**src/rtl/icache_fill_pkg.sv**
```systemverilog
// Shared types and constants for the icache line-fill engine.
package icache_fill_pkg;

    // Per-entry fill lifecycle.
    typedef enum logic [2:0] {
        E_IDLE = 3'd0,
        E_REQ  = 3'd1,
        E_WAIT = 3'd2,
        E_FILL = 3'd3,
        E_DONE = 3'd4
    } entry_state_e;

    // A line arrives as four 128-bit beats, beat 0 first.
    localparam int BEATS      = 4;
    localparam int BEAT_W     = 128;
    localparam int BEAT_CNT_W = 2;
    localparam logic [BEAT_CNT_W-1:0] BEAT_FIRST = 2'd0;
    localparam logic [BEAT_CNT_W-1:0] BEAT_LAST  = 2'd3;

    // Snoop encodings of the shared cache protocol.
    localparam logic [1:0] SNOOP_NONE           = 2'd0;
    localparam logic [1:0] SNOOP_READ_SHARED    = 2'd1;
    localparam logic [1:0] SNOOP_READ_EXCLUSIVE = 2'd2;
    localparam logic [1:0] SNOOP_READ_INVALID   = 2'd3;

    // Snoops that take the line away from us and so must poison a pending fill.
    function automatic logic snoop_kills(input logic [1:0] snp);
        return (snp == SNOOP_READ_INVALID) || (snp == SNOOP_READ_EXCLUSIVE);
    endfunction

endpackage

```
**src/rtl/icache_fill_entry.sv**
```systemverilog
// One outstanding fill: state, line address, first-beat response and poison.
module icache_fill_entry
    import icache_fill_pkg::*;
#(
    parameter int LW = 50
) (
    input  logic          clk,
    input  logic          reset,
    input  logic          alloc,
    input  logic [LW-1:0] alloc_addr,
    input  logic          granted,
    input  logic          beat_hit,
    input  logic          beat_first,
    input  logic          beat_last,
    input  logic [2:0]    beat_resp,
    input  logic          snoop_kill,
    input  logic [LW-1:0] snoop_addr,
    output entry_state_e  state,
    output logic [LW-1:0] addr,
    output logic [2:0]    resp,
    output logic          poison
);

    // Entry FSM; poison tracks invalidating snoops for the whole life of the entry.
    always_ff @(posedge clk) begin
        if (!reset) begin
            state  <= E_IDLE;
            addr   <= '0;
            resp   <= '0;
            poison <= 1'b0;
        end else begin
            if (snoop_kill && state != E_IDLE && snoop_addr == addr)
                poison <= 1'b1;
            case (state)
                E_IDLE: if (alloc) begin
                    state  <= E_REQ;
                    addr   <= alloc_addr;
                    poison <= 1'b0;
                end
                E_REQ:  if (granted) state <= E_WAIT;
                E_WAIT: if (beat_hit && beat_first) begin
                    state <= E_FILL;
                    resp  <= beat_resp;
                end
                E_FILL: if (beat_hit && beat_last) state <= E_DONE;
                E_DONE: state <= E_IDLE;
                default: state <= E_IDLE;
            endcase
        end
    end

endmodule

```
**src/rtl/icache_l1_fill.sv**
```systemverilog
// L1 icache line-fill and snoop-forwarding engine: miss tracking, fabric
// request arbitration, beat assembly into a shared line buffer, delivery.
module icache_l1_fill
    import icache_fill_pkg::*;
#(
    parameter int NPHYS            = 56,
    parameter int ACACHE_LINE_SIZE = 6,
    parameter int CACHE_LINE_SIZE  = 512,
    parameter int TRANS_ID_SIZE    = 6,
    parameter int NMISS            = 2
) (
    input  logic                              clk,
    input  logic                              reset,
    input  logic                              miss_req,
    input  logic [NPHYS-ACACHE_LINE_SIZE-1:0] miss_addr,
    output logic                              miss_ack,
    output logic                              mem_req,
    output logic [NPHYS-ACACHE_LINE_SIZE-1:0] mem_addr,
    output logic [TRANS_ID_SIZE-1:0]          mem_trans,
    input  logic                              mem_ack,
    input  logic                              mem_rdata_valid,
    input  logic [127:0]                      mem_rdata,
    input  logic [TRANS_ID_SIZE-1:0]          mem_rdata_trans,
    input  logic [2:0]                        mem_rdata_resp,
    input  logic                              mem_snoop_req,
    input  logic [NPHYS-ACACHE_LINE_SIZE-1:0] mem_snoop_addr,
    input  logic [1:0]                        mem_snoop_snoop,
    output logic                              mem_snoop_ack,
    output logic                              ic_rdata_req,
    output logic [CACHE_LINE_SIZE-1:0]        ic_rdata,
    output logic [NPHYS-ACACHE_LINE_SIZE-1:0] ic_raddr,
    output logic [2:0]                        ic_rdata_resp,
    output logic                              ic_snoop_addr_req,
    output logic [NPHYS-ACACHE_LINE_SIZE-1:0] ic_snoop_addr,
    output logic [1:0]                        ic_snoop_snoop,
    input  logic                              ic_snoop_addr_ack
);

    localparam int LW = NPHYS - ACACHE_LINE_SIZE;
    localparam int IW = (NMISS > 1) ? $clog2(NMISS) : 1;

    entry_state_e             ent_state [NMISS];
    logic [NMISS-1:0][LW-1:0] ent_addr;
    logic [NMISS-1:0][2:0]    ent_resp;
    logic [NMISS-1:0]         ent_poison;
    logic [NMISS-1:0]         ent_alloc;
    logic [NMISS-1:0]         ent_grant;
    logic [NMISS-1:0]         ent_beat;

    logic          miss_hit, idle_any, req_any, done_any;
    logic [IW-1:0] idle_idx, req_low, done_idx, sel_idx;
    logic          req_hold_q;
    logic [IW-1:0] req_idx_q;

    logic [BEATS-1:0][BEAT_W-1:0] line_buf;
    logic [BEAT_CNT_W-1:0]        beat_cnt;
    logic [IW-1:0]                beat_ent;
    logic                         beat_ok, beat_acc;
    logic                         snoop_kill;

    // Scan entries: merge hit, lowest IDLE, lowest REQ, the delivering DONE entry.
    always_comb begin
        miss_hit = 1'b0;
        idle_any = 1'b0;
        idle_idx = '0;
        req_any  = 1'b0;
        req_low  = '0;
        done_any = 1'b0;
        done_idx = '0;
        for (int i = NMISS-1; i >= 0; i--) begin
            if (ent_state[i] != E_IDLE && ent_addr[i] == miss_addr) miss_hit = 1'b1;
            if (ent_state[i] == E_IDLE) begin idle_any = 1'b1; idle_idx = IW'(i); end
            if (ent_state[i] == E_REQ)  begin req_any  = 1'b1; req_low  = IW'(i); end
            if (ent_state[i] == E_DONE) begin done_any = 1'b1; done_idx = IW'(i); end
        end
    end

    assign miss_ack      = reset && miss_req && (miss_hit || idle_any);
    assign mem_snoop_ack = reset;
    assign snoop_kill    = mem_snoop_req && snoop_kills(mem_snoop_snoop);

    // A presented request stays on the same entry until the fabric takes it,
    // even if a lower-index entry becomes REQ in the meantime.
    assign sel_idx   = req_hold_q ? req_idx_q : req_low;
    assign mem_req   = req_hold_q || req_any;
    assign mem_addr  = mem_req ? ent_addr[sel_idx] : '0;
    assign mem_trans = mem_req ? TRANS_ID_SIZE'(sel_idx) : '0;

    // Remember which entry is on the request port while it waits for mem_ack.
    always_ff @(posedge clk) begin
        if (!reset) begin
            req_hold_q <= 1'b0;
            req_idx_q  <= '0;
        end else begin
            req_hold_q <= mem_req && !mem_ack;
            req_idx_q  <= sel_idx;
        end
    end

    // Beats are only taken for an entry expecting them; beat 0 only at counter 0.
    assign beat_ent = mem_rdata_trans[IW-1:0];
    assign beat_ok  = mem_rdata_valid &&
                      ({1'b0, mem_rdata_trans} < (TRANS_ID_SIZE+1)'(NMISS));
    assign beat_acc = beat_ok &&
                      ((ent_state[beat_ent] == E_WAIT && beat_cnt == BEAT_FIRST) ||
                       ent_state[beat_ent] == E_FILL);

    // Shared line buffer and beat counter; a write in the delivery cycle lands
    // after the icache has sampled the finished line.
    always_ff @(posedge clk) begin
        if (!reset) begin
            line_buf <= '0;
            beat_cnt <= '0;
        end else if (beat_acc) begin
            line_buf[beat_cnt] <= mem_rdata;
            beat_cnt           <= beat_cnt + 1'b1;
        end
    end

    assign ic_rdata      = line_buf;
    assign ic_rdata_req  = done_any;
    assign ic_raddr      = done_any ? ent_addr[done_idx] : '0;
    assign ic_rdata_resp = done_any ? {ent_resp[done_idx][2:1],
                                       ent_resp[done_idx][0] & ~ent_poison[done_idx]} : '0;

    // Snoops are always accepted and forwarded to the icache one cycle later.
    always_ff @(posedge clk) begin
        if (!reset) begin
            ic_snoop_addr_req <= 1'b0;
            ic_snoop_addr     <= '0;
            ic_snoop_snoop    <= '0;
        end else begin
            ic_snoop_addr_req <= mem_snoop_req;
            ic_snoop_addr     <= mem_snoop_addr;
            ic_snoop_snoop    <= mem_snoop_snoop;
        end
    end

    // The icache never back-pressures snoops.
    always_ff @(posedge clk) begin
        if (reset && ic_snoop_addr_req) assert (ic_snoop_addr_ack);
    end

    for (genvar i = 0; i < NMISS; i++) begin : g_ent
        assign ent_alloc[i] = miss_ack && !miss_hit && idle_idx == IW'(i);
        assign ent_grant[i] = mem_req && mem_ack && sel_idx == IW'(i);
        assign ent_beat[i]  = beat_acc && beat_ent == IW'(i);

        icache_fill_entry #(.LW(LW)) u_ent (
            .clk        (clk),
            .reset      (reset),
            .alloc      (ent_alloc[i]),
            .alloc_addr (miss_addr),
            .granted    (ent_grant[i]),
            .beat_hit   (ent_beat[i]),
            .beat_first (beat_cnt == BEAT_FIRST),
            .beat_last  (beat_cnt == BEAT_LAST),
            .beat_resp  (mem_rdata_resp),
            .snoop_kill (snoop_kill),
            .snoop_addr (mem_snoop_addr),
            .state      (ent_state[i]),
            .addr       (ent_addr[i]),
            .resp       (ent_resp[i]),
            .poison     (ent_poison[i])
        );
    end

endmodule

```
**config.mk**
```make
export PLATFORM = sky130hd
export DESIGN_NAME = icache_l1_fill
export DESIGN_NICKNAME = d
export VERILOG_FILES = /design/src/rtl/icache_fill_pkg.sv /design/src/rtl/icache_fill_entry.sv /design/src/rtl/icache_l1_fill.sv
export SDC_FILE = /design/constraint.sdc
export NUM_CORES = 2
export LEC_CHECK = 0
export CORE_AREA = 2 2 359 361
export CTS_CLUSTER_DIAMETER = 200
export DETAILED_ROUTE_END_ITERATION = 7
export DIE_AREA = 0 0 361 363
export GPL_TIMING_DRIVEN = 0
export PLACE_DENSITY = 0.5
export RECOVER_POWER = 100
export SYNTH_ARGS = -nofsm -noshare
export SYNTH_HDL_FRONTEND = slang
export SYNTH_SLANG_ARGS = --single-unit
```
**constraint.sdc**
```tcl
create_clock -name clk -period 2.5 [get_ports clk]
set_clock_uncertainty 0.05 [all_clocks]
set_input_delay 0.375 -clock clk [delete_from_list [all_inputs] [get_ports clk]]
set_output_delay 0.375 -clock clk [all_outputs]
set_load 0.05 [all_outputs]
```
## Word-level counts from Yosys, hierarchy flattened

Cells that the tools add are included.

- Bits in registers: 683
- Input bits: 246
- Output and inout port bits: 678
- Word-level logic and storage cells: 145

- Add/subtract/negate cells: 1
- Order comparisons: 6
- Eq/ne operators: 25
- Mux-type cells: 46
- Bitwise gates (word level): 6
- Reduce and logical (&&, ||, !) cells: 43

Operator list:

| cell | number |
|---|---|
| bitwise mux 512 bit | 1 |
| 2-to-1 mux 50 bit | 6 |
| demux 128 bit (select 2 bit) | 1 |
| == test 50 bit | 4 |
| 2-to-1 mux 128 bit | 1 |
| 2-to-1 mux 3 bit | 14 |
| logical AND 1 bit | 26 |
| case mux 3 bit (4 select lines) | 2 |
| 2-to-1 mux 1 bit | 21 |
| == test 3 x 2 -> 1 bit, second input constant | 6 |
| != test 2 x 1 -> 1 bit, second input constant | 8 |
| AND reduction 2 bit | 4 |
| AND reduction 4 bit | 2 |
| == test 2 bit, second input constant | 3 |
| == test 3 x 1 -> 1 bit, second input constant | 2 |
| == test 3 bit, second input constant | 2 |
| logical NOT 3 bit | 2 |
| < comparator 6 x 2 -> 1 bit, second input constant | 1 |
| nonzero test 3 bit | 2 |
| logical OR 1 bit | 4 |
| < comparator 1 x 2 -> 1 bit, second input constant | 2 |
| inverter 1 bit | 4 |
| < comparator 2 x 3 -> 1 bit, second input constant | 1 |
| adder 2 x 1 -> 2 bit, second input constant | 1 |
| other kinds (6) | 7 |

## Depth between registers and ports, before layout

- Depth after elaboration: 12
- Mapped depth: 10
- Mapped depth without buffers: 8

## Hierarchy

A second synthesis with hierarchy kept.

- Cells, all modules: 3,404
- Area, all modules: 30,078.8 sq um

By module, submodules not included:

| module | times used | cells an instance | area an instance (sq um) | seq. area each (sq um) |
|---|---|---|---|---|
| icache_l1_fill | 1 | 2,760 | 24,578.6 | 11,390.9 |
| icache_fill_entry | 2 | 322 | 2,750.1 | 1,141.1 |

## Worst setup path before layout

No wires, ideal clock.

- Path type: flip-flop to output port
- Start: reg g_ent[0].u_ent.state[1]
- End: out mem_addr[40]
- Arrival time: 2.482 ns
- Required time: 2.075 ns
- Path slack: -0.407 ns
- Cell stages (with the launch flop): 9
- Cell sequence: dfxtp_1 buf_4 nor2_1 a21oi_1 a21boi_1 clkinv_1 clkbuf_1 nand2_1 a21oi_1

- Longest elaborated chain between the ends: 6
- Elaborated cells on any way between the ends: 8
- Those cells by class: 1 x eq/ne; 6 x mux; 1 x reduce/logical

Ends and longest elaborated chain:

| what | RTL line | text |
|---|---|---|
| start, declared | icache_fill_entry.sv:18 | `output entry_state_e state,` |
| start signal, assigned | icache_fill_entry.sv:27 | `state <= E_IDLE;` |
| start signal, assigned | icache_fill_entry.sv:36 | `state <= E_REQ;` |
| start signal, assigned | icache_fill_entry.sv:40 | `E_REQ: if (granted) state <= E_WAIT;` |
| == test 3 x 1 -> 1 bit (*) | icache_l1_fill.sv:73 | `if (ent_state[i] == E_REQ) begin req_any = 1'b1; req_low = IW'(i); end` |
| 2-to-1 mux 1 bit | icache_l1_fill.sv:73 |  |
| 2-to-1 mux 1 bit | icache_l1_fill.sv:84 | `assign sel_idx = req_hold_q ? req_idx_q : req_low;` |
| 2-to-1 mux 50 bit (implied by the code) (2 in a row) | icache_l1_fill.sv:86 | `assign mem_addr = mem_req ? ent_addr[sel_idx] : '0;` |
| 2-to-1 mux 50 bit (*) | icache_l1_fill.sv:86 |  |
| end, declared | icache_l1_fill.sv:18 | `output logic [NPHYS-ACACHE_LINE_SIZE-1:0] mem_addr,` |

Every way passes the cells marked *; elsewhere a longest branch is shown, timed or not. The select of a mux whose other input is x is not followed.

## Worst setup path after layout

- Start: reg g_ent[0].u_ent.addr[5]
- End: out miss_ack

- Longest elaborated chain between the ends: 5

Ends and longest elaborated chain:

| what | RTL line | text |
|---|---|---|
| start, declared | icache_fill_entry.sv:19 | `output logic [LW-1:0] addr,` |
| start signal, assigned | icache_fill_entry.sv:37 | `addr <= alloc_addr;` |
| == test 50 bit | icache_l1_fill.sv:71 | `if (ent_state[i] != E_IDLE && ent_addr[i] == miss_addr) miss_hit = 1'b1;` |
| logical AND 1 bit | icache_l1_fill.sv:71 |  |
| 2-to-1 mux 1 bit | icache_l1_fill.sv:71 |  |
| logical OR 1 bit | icache_l1_fill.sv:78 | `assign miss_ack = reset && miss_req && (miss_hit \|\| idle_any);` |
| logical AND 1 bit | icache_l1_fill.sv:78 |  |
| end, declared | icache_l1_fill.sv:16 | `output logic miss_ack,` |

Every way passes these cells.

==> results.md <==
* Status: finished with violations
* Violated checks: setup timing
* First-pass GRT wire length at roughly 220 mm
* Synth cell types at 47
* Synth area leader: dfxtp_1
* Worst-skew pair later-pin latency at slightly below 700 ps
* Post-route cell area at 44600 sq um
* CTS Buffer Depth at 3
* DIE AREA at approximately 130000 sq um
* Layout Nets at ~4700
* Drt total wl at approximately 160 mm
* Placer Congestion at between 0.9 and 1
* CP Max Fanout at 5
* Critical Path RT at between 2000 and 2500 ps
* R2r endpoint: g_ent[0].u_ent.addr[4]
* # H-tree levels at 3
* CP Launch Type: register
* Clk root buf: clkbuf_16
* CP Capture Type: output port
* Fin util at 35.1%
* Finish-stage setup viols at approximately 240
* Highest clock rate at roughly 330 MHz
* Crit path time final at a little over 3000 ps
* Syn Area/Cell at 8.02 sq um
* Synthesized area at 27000 sq um
* Dpl ws at -2170 ps
* Flop-to-flop setup slack at -250 ps
* Worst-path clk slew at 60 ps
* 1st-pass router iterations at 6
* RSZ-0062 raised after global routing: yes
* Setup TNS at -42350 ps
* Syn Inst Count at approximately 3400
* Final Cycle Share at 123%
* Max Transition Viols Final at 0
* Boundary Pins at 924
* Commonest non-fill, non-tap cell in the layout: nand2_1
* Largest net degree at the start of global routing at 20
* Ys flop type: dfxtp_1
* Register Area at 13800 sq um
* Worst IR Drop VDD at roughly 500 uV
* DR iter-0 viols at between 2000 and 2500
* Most frequent cells in the layout: 1213 x nand2_1, 801 x clkdlybuf4s50_1, 614 x dfxtp_1
* Placed Area at between 30000 and 40000 sq um
* CTS sink cnt at 683
* GRT Overall Usage at 24.1%
* Footprint of the multi-input gates at 13600 sq um
* FF+latch count, synth at between 600 and 700
* Die W at about 360 microns
* Pleak at 16.4 nW
* Synth area leaders: dfxtp_1 51%, nand2_1 18%, a21oi_1 11%
* Post-synth EDFFs at 0
* Routed len/inst at about 27 microns
* Hold Path Class: in2reg
* Worst setup path startpoint: g_ent[0].u_ent.addr[5]
* Initial Util at 21.2%
* TritonCTS clock tree: built
* Fin. Hold Viols at 0
* Area Overhead vs Synth at 65.1%
* Number of core rows at between 100 and 150
* Register-to-Register Path Depth at 11
* CP Capture Point: miss_ack
* Vias at about 28000
* Power density over cell area at 679 nW/um^2
* Worst Path Arrival at approximately 2700 ps
* Final worst-path setup slack at -570 ps
* Post-DRT Antenna Nets at 0
* Register area share after synthesis at between 50% and 60%
* Num CTS Buffers at 84
* Die Ht at roughly 360 microns
* DR DRC count at 0
* Yosys warning count at 0
* Slew HR at between 10% and 20%
* Via/cell ratio at around 4.6
* Share of cells above drive strength 1 at 15.9%
* Max-cap violation count at 0
* Launching point of the worst reg2reg path: g_ent[0].u_ent.addr[5]
* Async SR Flop Fraction at 0%
* Post-DP HPWL at about 130 mm
* Core footprint at 127000 sq um
* Vias in the first global route at 27437
* Worst-Margin Slew at between 1000 and 1500 ps
* Number of port buffers at about 920
* Setup CP Type: reg2out
* Antenna violations before repair at 25
* GRT overflow at 0
* Fillcell total at around 13000
* Area share of the largest cell type after synthesis at between 50% and 60%
## cell type report
type | instances | share of cell area [%]
clock buffers | 126 | 5.52
plain buffers | 234 | 3.77
flip-flops and latches | 683 | 31.0
repair inverters | 1 | 0.0365
multi-input cells | 2408 | 30.5
diodes | 14 | 0.0786
inverters | 36 | 0.373
well taps | 1662 | 4.67
repair buffers | 979 | 23.1
clock inverters | 29 | 1.01
## registers in the layout, summed over array words and instances, names as in the netlist
| name | flops |
|---|---|
| ic_rdata | 512 |
| g_ent.u_ent.addr | 100 |
| ic_snoop_addr | 50 |
| g_ent.u_ent.resp | 6 |
| g_ent.u_ent.state | 6 |
| beat_cnt | 2 |
| g_ent.u_ent.poison | 2 |
| ic_snoop_snoop | 2 |
| ic_snoop_addr_req | 1 |
| req_hold_q | 1 |
| req_idx_q | 1 |
## power by group
group	switching [mW]	internal [mW]
Sequential	0.569	11.2
Combinational	3.40	2.17
Clock	5.34	7.60
Total	9.30	21.0
## metrics by stage
stage | instances | hold slack, ps | power, mW
5_1_grt | 6164 | 66.5 | 31.2
3_5_place_dp | 5946 | 396 | 15.9
6_report | 6172 | 85.5 | 30.3
2_1_floorplan | 3368 | 404 | 13.8
3_3_place_gp | 5946 | 391 | 15.9
4_1_cts | 6154 | 18.2 | 30.1
## per-layer routing
metal / share of wire (%) / GRT usage, % / routed length, microns
met1: 38 / 27.3 / 63200
met5: 0.045 / 0 / 74
met2: 49 / 42.0 / 80200
met4: 4.7 / 10.0 / 7820
met3: 8.2 / 7.19 / 13600
## kinds of logic after synthesis
kind of cell    synth area share, %
xor+xnor                       5.55
simple gates                   21.5
other cells                  0.0139
fa+ha+maj                     0.185
flops                          50.7
compound gates                 13.5
buf+inv                        4.56
mux                            4.04
## worst max-delay path, cell delays in order (launching register included)
cell     delay (ps)
dfxtp_1         540
xor2_1          160
nor4_2          300
nand4_1         190
nor4_4          350
nor2_4           90
a31oi_4         160
buf_8           170
## worst min path at each step
stage	from	endpoint	cells past startpoint
after CTS	mem_rdata_trans[0]	g_ent[1].u_ent.state[0]	3
after floorplan	mem_ack	req_hold_q	1
final	mem_rdata_trans[0]	g_ent[1].u_ent.state[0]	3
after detailed placement	ic_rdata[504]	ic_rdata[504]	2
after global placement	ic_rdata[100]	ic_rdata[100]	2
after global routing	mem_rdata_trans[0]	g_ent[1].u_ent.state[0]	3
## Yosys cell counts, types with 2 or more instances
library cell and n:
o211ai_1 2, inv_1 35, or3_1 2, mux2i_1 109
a21oi_1 567, nand3b_1 2, o2bb2ai_1 8, a22o_1 58
or4_1 2, nor4_1 45, buf_6 5, a2111oi_0 2
buf_4 12, nand3_1 5, buf_2 87, a31oi_1 3
nand2_1 1289, buf_1 4, nor2_1 35, o221ai_1 2
o2111ai_1 3, xnor2_1 24, nor3_1 8, dfxtp_1 683
o22ai_1 8, nor3b_1 3, nand2b_1 4, ha_1 4
and2_1 42, a211oi_1 2, nand4_1 14, clkbuf_1 133
nor3_2 2, xor2_1 147
## timing repair
item	4_1_cts	5_1_grt
resized for setup	1170	179
endpoints found under the hold margin	1	0
buffers inserted	39	12
gates cloned	16	3
endpoints found under the setup margin	733	597
pin swaps	77	68
hold buffers	1	0
No activity file was read; power rests on OpenSTA's default activity.
